[src/rtl/seq_shift_unit.sv]
// Multi-cycle logical shifter: one 1-bit zero-fill shift per clock, then a one-cycle done pulse.
// The result is held on dout until the next completion.
module seq_shift_unit #(
   parameter int WIDTH = 4,
   parameter int AMT_W = 3
) (
   input  logic             clk,
   input  logic             rst_n,
   input  logic             start,
   input  logic             dir,
   input  logic [AMT_W-1:0] amt,
   input  logic [WIDTH-1:0] din,
   output logic             busy,
   output logic             done,
   output logic [WIDTH-1:0] dout
);

   typedef enum logic {
      IDLE  = 1'b0,
      SHIFT = 1'b1
   } state_t;

   state_t           state_q, state_d;
   logic [WIDTH-1:0] data_q, data_d;
   logic [WIDTH-1:0] dout_q, dout_d;
   logic [WIDTH-1:0] shifted;
   logic [AMT_W-1:0] count_q, count_d;
   logic             dir_q, dir_d;
   logic             done_q, done_d;
   logic             last;

   function automatic logic [WIDTH-1:0] shift1(input logic [WIDTH-1:0] v, input logic right);
      return right ? {1'b0, v[WIDTH-1:1]} : {v[WIDTH-2:0], 1'b0};
   endfunction

   assign shifted = shift1(data_q, dir_q);
   assign last    = (count_q == AMT_W'(1));

   always_ff @(posedge clk or negedge rst_n) begin
      if (!rst_n) begin
         state_q <= IDLE;
         data_q  <= '0;
         dout_q  <= '0;
         count_q <= '0;
         dir_q   <= 1'b0;
         done_q  <= 1'b0;
      end else begin
         state_q <= state_d;
         data_q  <= data_d;
         dout_q  <= dout_d;
         count_q <= count_d;
         dir_q   <= dir_d;
         done_q  <= done_d;
      end
   end

   always_comb begin
      state_d = state_q;
      case (state_q)
         IDLE:    if (start && (amt != '0)) state_d = SHIFT;
         SHIFT:   if (last) state_d = IDLE;
         default: state_d = IDLE;
      endcase
   end

   // A zero amount completes straight from IDLE without entering SHIFT.
   always_comb begin
      data_d  = data_q;
      dout_d  = dout_q;
      count_d = count_q;
      dir_d   = dir_q;
      done_d  = 1'b0;
      case (state_q)
         IDLE: begin
            if (start) begin
               if (amt == '0) begin
                  dout_d = din;
                  done_d = 1'b1;
               end else begin
                  data_d  = din;
                  count_d = amt;
                  dir_d   = dir;
               end
            end
         end
         SHIFT: begin
            data_d  = shifted;
            count_d = count_q - AMT_W'(1);
            if (last) begin
               dout_d = shifted;
               done_d = 1'b1;
            end
         end
         default: ;
      endcase
   end

   always_comb begin
      busy = (state_q == SHIFT);
      done = done_q;
      dout = dout_q;
   end

endmodule
[config.mk]
export PLATFORM = sky130hd
export DESIGN_NAME = seq_shift_unit
export DESIGN_NICKNAME = d
export VERILOG_FILES = /design/src/rtl/seq_shift_unit.sv
export SDC_FILE = /design/constraint.sdc
export NUM_CORES = 1
export LEC_CHECK = 0
export CAP_MARGIN = 40
export CORE_MARGIN = 10
export CORE_UTILIZATION = 42
export DETAILED_ROUTE_END_ITERATION = 16
export DONT_BUFFER_PORTS = 1
export PLACE_DENSITY = 0.68
export SLEW_MARGIN = 15
export SYNTH_ARGS = -nofsm -noshare
export SYNTH_HDL_FRONTEND = slang
export SYNTH_SLANG_ARGS = --single-unit
[constraint.sdc]
create_clock -name clk -period 1.65 [get_ports clk]
set_clock_uncertainty 0.05 [all_clocks]
set_input_delay 0.33 -clock clk [delete_from_list [all_inputs] [get_ports clk]]
set_output_delay 0.33 -clock clk [all_outputs]
set_load 0.05 [all_outputs]
==> results.cfg <==
[global_route]
first_global_vias = 537
wire_length_of_the_first_global_routing_pass_mm = 2.525
largest_net_degree_at_the_start_of_global_routing = 15
gr-usage-all-layers = 0.08852
grt_antenna_before_repair = 0
grt.overflow.total = 0

[min_path]
worst_hold_path_type = input pin to flip-flop

[power]
worst_ir_drop_on_vdd_v = 0.0009533
power.density_cell_area_mw_per_mm2 = 2083
p_sw_uw = 743.1
power.total_uw = 1645
netSwitchingFraction = 0.4518
clock_power_share = 0.110
internal-power_uw = 901.6
power_frac_comb = 0.376
flop_pwr_share = 0.514
p_leak_uw = 0.0003474

[timing]
slew-limit-headroom = 0.5860
final-max-slew-violation-count = 0
max_freq_mhz = 673.4
final_number_of_setup_violating_endpoints = 0
finalCriticalPeriod_ns = 1.485
final_clock_period_utilization_by_the_worst_path = 0.9001
rsz0062_at_grt = no
tightest_slew_ns = 0.6189
setup_tns_ns = 0
finalHoldViolCount = 0

[clock_tree]
clockRootBuffer = clkbuf_4
cts_sinks = 14
cts_repair_resize_count = 0
clock_tree_from_tritoncts = done
total_cts_buffers = 3
clock_tree.buffer_depth = 2
clk_pin_slew_ns = 0.07
post_cts_buffers = 0
clkLatencyLatePin_ns = 0.27
cts_htree_levels = 1

[detailed_routing]
met3_wirelength_um = 189
detailroute.via_count = 549
drt_iter0_drc = 11
route.detailed.vias_per_inst = 6.169
detail_route.wirelength_mm = 1.514
firstDrtPassIters = 4
wl_per_cell_um = 17.01
met2_wirelength_um = 587
max_used_layer = met4
wl_met1_um = 722
route.detailed.drc = 0
drt.antenna.violating_nets = 0

[worst_setup_path]
capture_point_of_the_worst_reg_to_reg_path = dout[0]
worst_setup_start_kind = flip-flop
reg2reg_from = count_q[0]
timing.critical_path.to_type = flip-flop
criticalPathCategory = flip-flop to flip-flop
worstPathRequired_ns = 1.76
timing.critical_path.fanout_max = 4
critical_path_arrival_ns = 1.60
setup.worst_path.start = count_q[0]
r2r_cells = 5
ff2ff_setup_slack_ns = 0.16
cp-endpoint = dout[0]

[synthesis]
synth_enable_flop_cells = 0
netlist.top_cell.by_area = dfrtp_1
number_of_different_library_cells_in_the_post_synthesis_netlist = 30
ys.flop_type = dfrtp_1
synth.area.top_cells = dfrtp_1 (49%), a21oi_1 (4.9%), a22oi_1 (4.2%)
mappedNetlistNets = 80
ys_seq_area_frac = 0.4853
synth_top_cells_by_count = dfrtp_1 (14), nand2_1 (8), a21oi_1 (7)
ys_async_sr_fraction = 1.000
synth_most_common_cell = dfrtp_1
synth.cell_area_sq_um = 721.9
synthesis.yosys.warnings = 0
synth_top_cell_area_share = 0.4853
ys_seq_elements = 14
average_size_of_a_mapped_cell_sq_um = 10.78
synthesis.instances = 67

[cells_and_area]
layout-area-overhead-vs-synth_pct = 9.359
drive_above_1_share = 0.1918
layoutNonFillerInstCount = 89
finish.net_count = 88
antenna-diode-count = 0
nFillCells = 136
postLayoutCoreUtil = 0.5064

[run_status]
outcome = completed

[floorplanning]
floorplan.io_pins = 17
initial_utilization = 0.4631
floorplan.die_area_sq_mm = 0.003777
core_region_area_sq_mm = 0.001559
row_count = 14
die_h_um = 61.46
die_width_um = 61.46

[place]
port_buffers = 0
detailedPlacementHpwl_mm = 1.211
instance_count_after_placement_with_tap_cells_included = 85
gp_routability_congestion = 0.8307

[job]
max_cap_violations = 0
## cell usage in the layout, fill, tap and decap left out, types with 2 or more instances in the layout
| cell | count |
|---|---|
| a21oi_1 | 7 |
| a221o_1 | 2 |
| a221oi_1 | 2 |
| a22oi_1 | 4 |
| buf_4 | 4 |
| clkbuf_4 | 3 |
| dfrtp_1 | 14 |
| ha_1 | 2 |
| inv_1 | 3 |
| mux2i_1 | 2 |
| nand2_1 | 8 |
| nor2_1 | 2 |
| o221a_2 | 2 |
## stage by stage
step / setup slack (ns) / hold WS [ns] / cell area [sq um]
finish: 0.1649 / 0.1509 / 789.5
CTS: 0.1579 / 0.1431 / 789.5
floorplan: 0.06350 / -0.01559 / 721.9
global route: 0.09459 / 0.1404 / 789.5
detailed placement: 0.1742 / -0.01512 / 757.0
global placement: 0.2233 / -0.01517 / 757.0
## state kept, by name, summed over array words and instances, names as in the netlist
register and count:
data_q 4, dir_q 1, dout 4, busy 1, done 1, count_q 3
## power groups by stage
| stage | Combinational, uW | Sequential, uW | Clock (uW) |
|---|---|---|---|
| final | 619 | 845 | 181 |
| after floorplan | 469 | 854 | 0 |
| after CTS | 630 | 847 | 188 |
| after global placement | 603 | 850 | 0 |
| after global routing | 705 | 872 | 204 |
| after detailed placement | 615 | 851 | 0 |
## cell type report
class / count / area (sq um) / share of cell area
Timing Repair Buffer: 5 / 40.04 / 0.05071
Inverter: 4 / 15.01 / 0.01902
Multi-Input combinational cell: 47 / 341.6 / 0.4326
Tap cell: 16 / 20.02 / 0.02536
Clock buffer: 3 / 22.52 / 0.02853
Sequential cell: 14 / 350.3 / 0.4437
## cell families (layout without fill, tap and decap cells)
group | after synthesis | count (layout) | share of synthesized area
flops | 14 | 14 | 0.4853
simple gates | 17 | 17 | 0.1161
mux | 3 | 3 | 0.04852
buf+inv | 6 | 12 | 0.04158
xor+xnor | 1 | 1 | 0.01213
compound gates | 24 | 24 | 0.2617
fa+ha+maj | 2 | 2 | 0.03466
## routing by layer
metal	vias to the layer above	global-route usage
met4	0	0.01911
met1	263	0.1131
met3	2	0.05556
li1	264	-
met5	-	0
met2	20	0.1228
## repair_timing
item / in CTS / in global routing
endpoints found under the hold margin: 14 / 0
endpoints found under the setup margin: 0 / 0
hold buffers: 1 / 0
## worst min path at each step
stage                 from  endpoint  slack [ns]  cells past startpoint
finish                 dir     dir_q        0.15                      1
global route        din[1]   dout[1]        0.14                      1
CTS                    dir     dir_q        0.14                      1
detailed placement   rst_n   dout[1]       -0.02                      0
global placement     rst_n   dout[1]       -0.02                      0
floorplan            rst_n      busy       -0.02                      0
## critical path, stage by stage, from the launching register on
cell	delay (ns)
dfrtp_1	0.41
ha_1	0.23
and3b_1	0.20
a21oi_2	0.17
inv_2	0.06
o221a_2	0.24
Power figures use the tool's default switching activity.
